**src/rtl/pipe_hazard_ctrl.sv**
```systemverilog
// Central hazard controller for the 5-stage pipeline: turns memory, jump, load-use and
// fetch hazards into per-stage stall/bubble/flush controls and keeps stall/flush counters.
module pipe_hazard_ctrl #(
   parameter int FLUSH_HOLD = 2,
   parameter int CNT_W      = 32
) (
   input  logic             clk,
   input  logic             rst,
   input  logic             rdy,
   input  logic             if_busy,
   input  logic             mem_busy,
   input  logic             ex_jump,
   input  logic             ex_is_load,
   input  logic [4:0]       ex_rd,
   input  logic [4:0]       id_rs1,
   input  logic [4:0]       id_rs2,
   input  logic             id_use_rs1,
   input  logic             id_use_rs2,
   output logic             if_stall,
   output logic             if_id_stall,
   output logic             id_stall,
   output logic             id_ex_stall,
   output logic             ex_mem_stall,
   output logic             mem_wb_bubble,
   output logic             jump_or_not,
   output logic             if_discard,
   output logic [CNT_W-1:0] stall_cnt,
   output logic [CNT_W-1:0] flush_cnt
);

   typedef enum logic {RUN, FLUSH} state_t;

   localparam logic [2:0] HOLD_INIT = 3'(FLUSH_HOLD);

   state_t           state_reg, state_next;
   logic [2:0]       hold_reg, hold_next;
   logic [CNT_W-1:0] stall_cnt_reg, flush_cnt_reg;
   logic             load_use;
   logic             fetch_wait;
   logic             jump_accept;
   logic             any_stall;

   assign load_use = ex_is_load && (ex_rd != 5'd0) &&
                     ((id_use_rs1 && (id_rs1 == ex_rd)) || (id_use_rs2 && (id_rs2 == ex_rd)));

   // Fetch stalls are meaningless while the squashed path is being discarded.
   assign fetch_wait = if_busy && (state_reg == RUN);

   always_comb begin
      if_stall      = 1'b0;
      if_id_stall   = 1'b0;
      id_stall      = 1'b0;
      id_ex_stall   = 1'b0;
      ex_mem_stall  = 1'b0;
      mem_wb_bubble = 1'b0;
      jump_or_not   = 1'b0;
      jump_accept   = 1'b0;
      state_next    = state_reg;
      hold_next     = hold_reg;

      if (rst || !rdy) begin
         if_stall     = 1'b1;
         if_id_stall  = 1'b1;
         id_ex_stall  = 1'b1;
         ex_mem_stall = 1'b1;
      end else begin
         if (mem_busy) begin
            if_stall      = 1'b1;
            if_id_stall   = 1'b1;
            id_ex_stall   = 1'b1;
            ex_mem_stall  = 1'b1;
            mem_wb_bubble = 1'b1;
         end else if (ex_jump) begin
            jump_or_not = 1'b1;
            jump_accept = 1'b1;
         end else if (load_use) begin
            if_stall    = 1'b1;
            if_id_stall = 1'b1;
            id_stall    = 1'b1;
         end else if (fetch_wait) begin
            if_stall = 1'b1;
            id_stall = 1'b1;
         end

         if (jump_accept) begin
            state_next = FLUSH;
            hold_next  = HOLD_INIT;
         end else if (state_reg == FLUSH) begin
            hold_next = hold_reg - 3'd1;
            if (hold_reg == 3'd1)
               state_next = RUN;
         end
      end
   end

   assign any_stall  = if_stall | if_id_stall | id_ex_stall | ex_mem_stall;
   assign if_discard = (state_reg == FLUSH) && !rst;

   always_ff @(posedge clk or posedge rst) begin
      if (rst) begin
         state_reg     <= RUN;
         hold_reg      <= 3'd0;
         stall_cnt_reg <= '0;
         flush_cnt_reg <= '0;
      end else if (rdy) begin
         state_reg <= state_next;
         hold_reg  <= hold_next;
         // Counters saturate so long runs never wrap to misleading small values.
         if (any_stall && !(&stall_cnt_reg))
            stall_cnt_reg <= stall_cnt_reg + CNT_W'(1);
         if (jump_accept && !(&flush_cnt_reg))
            flush_cnt_reg <= flush_cnt_reg + CNT_W'(1);
      end
   end

   assign stall_cnt = stall_cnt_reg;
   assign flush_cnt = flush_cnt_reg;

endmodule
```
**config.mk**
```make
export PLATFORM = sky130hd
export DESIGN_NAME = pipe_hazard_ctrl
export DESIGN_NICKNAME = d
export VERILOG_FILES = /design/src/rtl/pipe_hazard_ctrl.sv
export SDC_FILE = /design/constraint.sdc
export NUM_CORES = 1
export LEC_CHECK = 0
export ABC_AREA = 1
export BUFFER_PORTS_ARGS = -buffer_cell sky130_fd_sc_hd__buf_4
export CELL_PAD_IN_SITES_DETAIL_PLACEMENT = 0
export CELL_PAD_IN_SITES_GLOBAL_PLACEMENT = 1
export CORE_UTILIZATION = 40
export CTS_BUF_LIST = sky130_fd_sc_hd__clkbuf_8
export CTS_CLUSTER_SIZE = 25
export DETAILED_ROUTE_END_ITERATION = 16
export HOLD_SLACK_MARGIN = 0.08
export PLACE_DENSITY = 0.84
export REMOVE_ABC_BUFFERS = 1
export SETUP_SLACK_MARGIN = 0.1
export SLEW_MARGIN = 20
export SYNTH_ARGS = -nofsm -noshare
export SYNTH_HDL_FRONTEND = slang
export SYNTH_SLANG_ARGS = --single-unit
```
**constraint.sdc**
```tcl
create_clock -name clk -period 3.73 [get_ports clk]
set_clock_uncertainty 0.1 [all_clocks]
set_input_delay 0.1865 -clock clk [delete_from_list [all_inputs] [get_ports clk]]
set_output_delay 0.1865 -clock clk [all_outputs]
set_load 0.05 [all_outputs]
```
# Word-level counts from Yosys, hierarchy flattened
# Cells that the tools add are included.
# W data, S select, Z words.
# word_totals
reg_bits	68
out_inout_bits	72
# classes
add_sub_neg	3
mux	24
reduce_logical	22
n_bitwise	5
eq_ne	3
# op_table
cell	n
$add A32 B1 Y32 const B	2
$reduce_and A32 Y1	2
$mux W1	22
$eq A5 B5 Y1	2
$logic_and A1 B1 Y1	8
$mux W3	2
$reduce_and A2 Y1	3
$reduce_bool A5 Y1	1
$logic_not A1 Y1	4
$eq A3 B1 Y1 const B	1
$or A1 B1 Y1	3
$reduce_and A3 Y1	1
$sub A3 B1 Y3 const B	1
$logic_or A1 B1 Y1	2
$not A1 Y1	2
$reduce_bool A2 Y1	1

# Logic depth before layout (Yosys ltp)
# logic_depth
depth_word	13
ltp_mapped	12
ltp_nobuf	11

# Worst setup path after synthesis
# No wires, ideal clock.
# synth_path
path_type	input-to-output
start	in rst
end	out id_stall
required_time_ps	3444
t_arrival_ps	3318
setup_slack_ps	126
path_stages	5
cell_sequence	inv_1 -> nand2_1 -> nor2_2 -> inv_1 -> a21oi_1
# synth_between
elab_chain_cells	2
# synth_lines
element	line	rtl
start, declared	8	input logic rst,
$logic_or A1 B1 Y1	61	if (rst || !rdy) begin
$mux W1	61	
end, declared	21	output logic id_stall,
# Every way passes these cells.

# Final worst setup path
# layout_path
start	in rst
end	out if_stall
# layout_between
elab_chain_cells	2
# layout_lines
element	line	rtl
$logic_or A1 B1 Y1	61	
$mux W1	61	
end, declared	19	output logic if_stall,
# Every way passes these cells.

==> run_summary.xml <==
<?xml version="1.0" encoding="UTF-8"?>
<metrics>
  <group name="run_status">
    <metric name="status" unit="">complete, no violations</metric>
  </group>
  <group name="critical_path">
    <metric name="worst_ep_arrival_time" unit="ps">2230</metric>
    <metric name="rr_endpoint" unit="">stall_cnt[21]</metric>
    <metric name="worst_setup_path_startpoint" unit="">rst</metric>
    <metric name="criticalPathCategory" unit="">input port to output pin</metric>
    <metric name="critPathRequiredTime" unit="ps">3440</metric>
    <metric name="worstSetupStartpointType" unit="">input port</metric>
    <metric name="cp-end-kind" unit="">output pin</metric>
    <metric name="critical_path.reg2reg.startpoint" unit="">stall_cnt[0]</metric>
    <metric name="worst_r2r_path_depth" unit="">11</metric>
    <metric name="worst-path-max-fanout" unit="">34</metric>
    <metric name="ff2ff_setup_slack" unit="ps">1350</metric>
  </group>
  <group name="worst_hold_path">
    <metric name="min_path_cells" unit="">4</metric>
    <metric name="hold_path_end" unit="">hold_reg[2]</metric>
    <metric name="holdCritStartpoint" unit="">ex_jump</metric>
    <metric name="hp-class" unit="">input port to register</metric>
  </group>
  <group name="die">
    <metric name="start_util" unit="">0.409</metric>
    <metric name="floorplan.die_area" unit="mm²">0.0121</metric>
    <metric name="die_height" unit="µm">110</metric>
    <metric name="die_w" unit="µm">110</metric>
    <metric name="num_rows" unit="">39</metric>
    <metric name="fp.coreArea" unit="mm²">0.0114</metric>
    <metric name="design.portCount" unit="">96</metric>
  </group>
  <group name="sta">
    <metric name="count_of_endpoints_failing_setup_in_the_final_report" unit="">0</metric>
    <metric name="clock.fmax" unit="MHz">397</metric>
    <metric name="grt_setup_unrepaired" unit="">no</metric>
    <metric name="final_min_period_over_clock_period" unit="">0.674</metric>
    <metric name="timing.final.max_slew_violations" unit="">0</metric>
    <metric name="worst_slew_pin_slew" unit="ps">874</metric>
    <metric name="finalHoldWorstSlack" unit="ps">187</metric>
    <metric name="setup-tns-final" unit="ps">0</metric>
    <metric name="max_slew_margin" unit="">0.417</metric>
    <metric name="timing_hold_violations_final" unit="">0</metric>
    <metric name="final.min_clock_period" unit="ps">2520</metric>
  </group>
  <group name="clocking">
    <metric name="cts_root_buffer" unit="">sky130_fd_sc_hd__clkbuf_8</metric>
    <metric name="cts.htree.levels" unit="">3</metric>
    <metric name="cts_made_buffers" unit="">9</metric>
    <metric name="tritoncts_num_sinks" unit="">68</metric>
    <metric name="cts_post_setup_buffers_inserted" unit="">0</metric>
    <metric name="number_of_buffers_on_the_longest_clock_path" unit="">2</metric>
    <metric name="clkSlewWorstSetupHoldPaths" unit="ps">70</metric>
    <metric name="tritoncts_clock_tree" unit="">yes</metric>
    <metric name="cts_resized" unit="">0</metric>
    <metric name="skew_pair_late_insertion_delay" unit="ps">370</metric>
  </group>
  <group name="route">
    <metric name="wl_per_cell" unit="µm">13.5</metric>
    <metric name="final_routed_drc_violation_total" unit="">0</metric>
    <metric name="drtAntennaViolNets" unit="">0</metric>
    <metric name="dr_total_vias" unit="">4672</metric>
    <metric name="postRouteWirelength" unit="mm">12.7</metric>
    <metric name="avgViaCountPerCell" unit="">4.95</metric>
    <metric name="drtPass1Iterations" unit="">4</metric>
    <metric name="drt_iter0_drc" unit="">279</metric>
  </group>
  <group name="yosys">
    <metric name="synth_seq_area_share" unit="">0.364</metric>
    <metric name="top_reg_cell_synth" unit="">sky130_fd_sc_hd__dfrtp_1</metric>
    <metric name="ys_ff_latch" unit="">68</metric>
    <metric name="postSynthAreaPerCell" unit="µm²">6.65</metric>
    <metric name="netlist_instances" unit="">702</metric>
    <metric name="synth_cell_types" unit="">32</metric>
    <metric name="proportion_of_synthesized_flip_flops_having_asynchronous_set_or_reset" unit="">1.00</metric>
    <metric name="synth-edff-count" unit="">0</metric>
    <metric name="mappedNetlistArea" unit="mm²">0.00467</metric>
    <metric name="ys_warn_count" unit="">0</metric>
  </group>
  <group name="placed_design">
    <metric name="dp_hpwl" unit="mm">9.54</metric>
    <metric name="placement.io_buffers" unit="">95</metric>
    <metric name="placed_instance_area" unit="mm²">0.00546</metric>
    <metric name="place.gp.congestion" unit="">0.915</metric>
  </group>
  <group name="grt">
    <metric name="grt_overflow" unit="">0</metric>
    <metric name="grt_start_max_net_pins" unit="">69</metric>
    <metric name="grt_antenna_before_repair" unit="">0</metric>
    <metric name="grt_usage" unit="">0.220</metric>
    <metric name="grt_first_pass_wirelength" unit="mm">20.4</metric>
    <metric name="first_global_vias" unit="">4323</metric>
  </group>
  <group name="layout">
    <metric name="fillers" unit="">1181</metric>
    <metric name="antenna_cells_inserted" unit="">0</metric>
    <metric name="post_route_cells_drive_above_1_share" unit="">0.173</metric>
    <metric name="utilization" unit="">0.500</metric>
    <metric name="post-route-cell-area" unit="mm²">0.00571</metric>
    <metric name="num-nets-final" unit="">823</metric>
    <metric name="areaGrowthSynthToFinish" unit="%">22.2</metric>
  </group>
  <group name="power">
    <metric name="cell_pwr_density" unit="mW/mm²">409</metric>
    <metric name="max-vdd-ir-drop" unit="V">0.000315</metric>
    <metric name="report.power.total" unit="mW">2.33</metric>
    <metric name="p_leak" unit="nW">2.92</metric>
  </group>
  <group name="run">
    <metric name="drv.max_cap_violation_count" unit="">0</metric>
  </group>
</metrics>
[what timing repair did]
item,in CTS,in global routing
setup endpoints to repair,0,0
endpoints found under the hold margin,68,0
hold buffers,1,0
[kinds of logic (layout without fill, tap and decap cells)]
family,after synthesis,in the layout,synth area share
adder cells (fa/ha/maj),4,4,0.0107
AND/OR/NAND/NOR,484,484,0.438
AO/OA/AOI/OAI,25,25,0.0313
buffers and inverters,78,176,0.0747
flip-flops,68,68,0.364
XOR/XNOR,43,43,0.0806
[per-layer routing]
layer | wire length, µm | up-vias | GRT usage
met5 | 0 | - | 0
met4 | 279 | 0 | 0.0819
met1 | 5740 | 2175 | 0.278
li1 | - | 2368 | -
met2 | 6110 | 109 | 0.368
met3 | 559 | 20 | 0.0476
[through the flow]
step | worst slack [ps] | instances
floorplan | -278 | 687
global placement | 1410 | 926
detailed placement | 1340 | 926
CTS | 1220 | 943
global route | 1100 | 943
finish | 1210 | 943
[cell usage after synthesis (2+ instances only)]
| master | n | area, µm² |
|---|---|---|
| sky130_fd_sc_hd__nand2_2 | 3 | 18.8 |
| sky130_fd_sc_hd__inv_2 | 4 | 15.0 |
| sky130_fd_sc_hd__nor3_2 | 4 | 40.0 |
| sky130_fd_sc_hd__o21ai_0 | 15 | 75.1 |
| sky130_fd_sc_hd__a21boi_0 | 2 | 15.0 |
| sky130_fd_sc_hd__nor3_1 | 15 | 75.1 |
| sky130_fd_sc_hd__nand2_1 | 287 | 1080 |
| sky130_fd_sc_hd__nor2_2 | 5 | 31.3 |
| sky130_fd_sc_hd__nor2_1 | 97 | 364 |
| sky130_fd_sc_hd__o21ai_2 | 3 | 26.3 |
| sky130_fd_sc_hd__xor2_1 | 35 | 307 |
| sky130_fd_sc_hd__inv_1 | 59 | 221 |
| sky130_fd_sc_hd__xnor2_1 | 8 | 70.1 |
| sky130_fd_sc_hd__nand4_1 | 5 | 31.3 |
| sky130_fd_sc_hd__buf_1 | 2 | 7.51 |
| sky130_fd_sc_hd__nand3_1 | 48 | 240 |
| sky130_fd_sc_hd__buf_6 | 6 | 67.6 |
| sky130_fd_sc_hd__dfrtp_1 | 68 | 1700 |
| sky130_fd_sc_hd__buf_2 | 5 | 25.0 |
| sky130_fd_sc_hd__ha_1 | 4 | 50.1 |
| sky130_fd_sc_hd__nand3b_1 | 12 | 90.1 |
| sky130_fd_sc_hd__nand2_4 | 2 | 22.5 |
| sky130_fd_sc_hd__a21oi_1 | 2 | 10.0 |
| sky130_fd_sc_hd__nor2_4 | 3 | 33.8 |
[cell usage in the layout, fill, tap and decap left out, drive strengths merged, types with 8 or more instances in the layout]
cell,synthesis,routed
nand3b,12,12
dfrtp,68,68
xnor2,8,8
nand3,49,49
nor2,105,105
nand2,292,292
clkbuf,1,9
xor2,35,35
inv,63,64
nor3,19,19
buf,14,96
o21ai,18,18
[cell type report]
type | count | area (µm²) | area share
clock buffers | 9 | 124 | 0.0217
inverters | 63 | 236 | 0.0414
well taps | 143 | 179 | 0.0313
flip-flops and latches | 68 | 1700 | 0.298
repair buffers | 97 | 731 | 0.128
multi-input cells | 556 | 2620 | 0.459
clock inverters | 7 | 116 | 0.0204
[where the power goes]
group	internal, mW	total [mW]	switching, mW	leakage [nW]
clock network	0.443	0.748	0.305	0.125
registers	0.820	0.921	0.101	0.901
logic	0.202	0.666	0.464	1.89
total	1.47	2.33	0.870	2.92
[how the worst max path moves through the flow]
stage | to | slack, ps | cells after the start
detailed placement | stall_cnt[2] | 1340 | 11
CTS | if_stall | 1220 | 7
floorplan | flush_cnt[6] | -280 | 9
global route | if_stall | 1100 | 7
finish | if_stall | 1210 | 7
global placement | stall_cnt[0] | 1410 | 11
[worst max-delay path, stage by stage]
cell                            delay [ps]
sky130_fd_sc_hd__dlygate4sd3_1         530
sky130_fd_sc_hd__buf_4                 140
sky130_fd_sc_hd__inv_2                  50
sky130_fd_sc_hd__nand2_1               100
sky130_fd_sc_hd__nor2_2                150
sky130_fd_sc_hd__nand3_2               610
sky130_fd_sc_hd__buf_4                 450
Note: power is estimated with default switching activity, not from simulation.
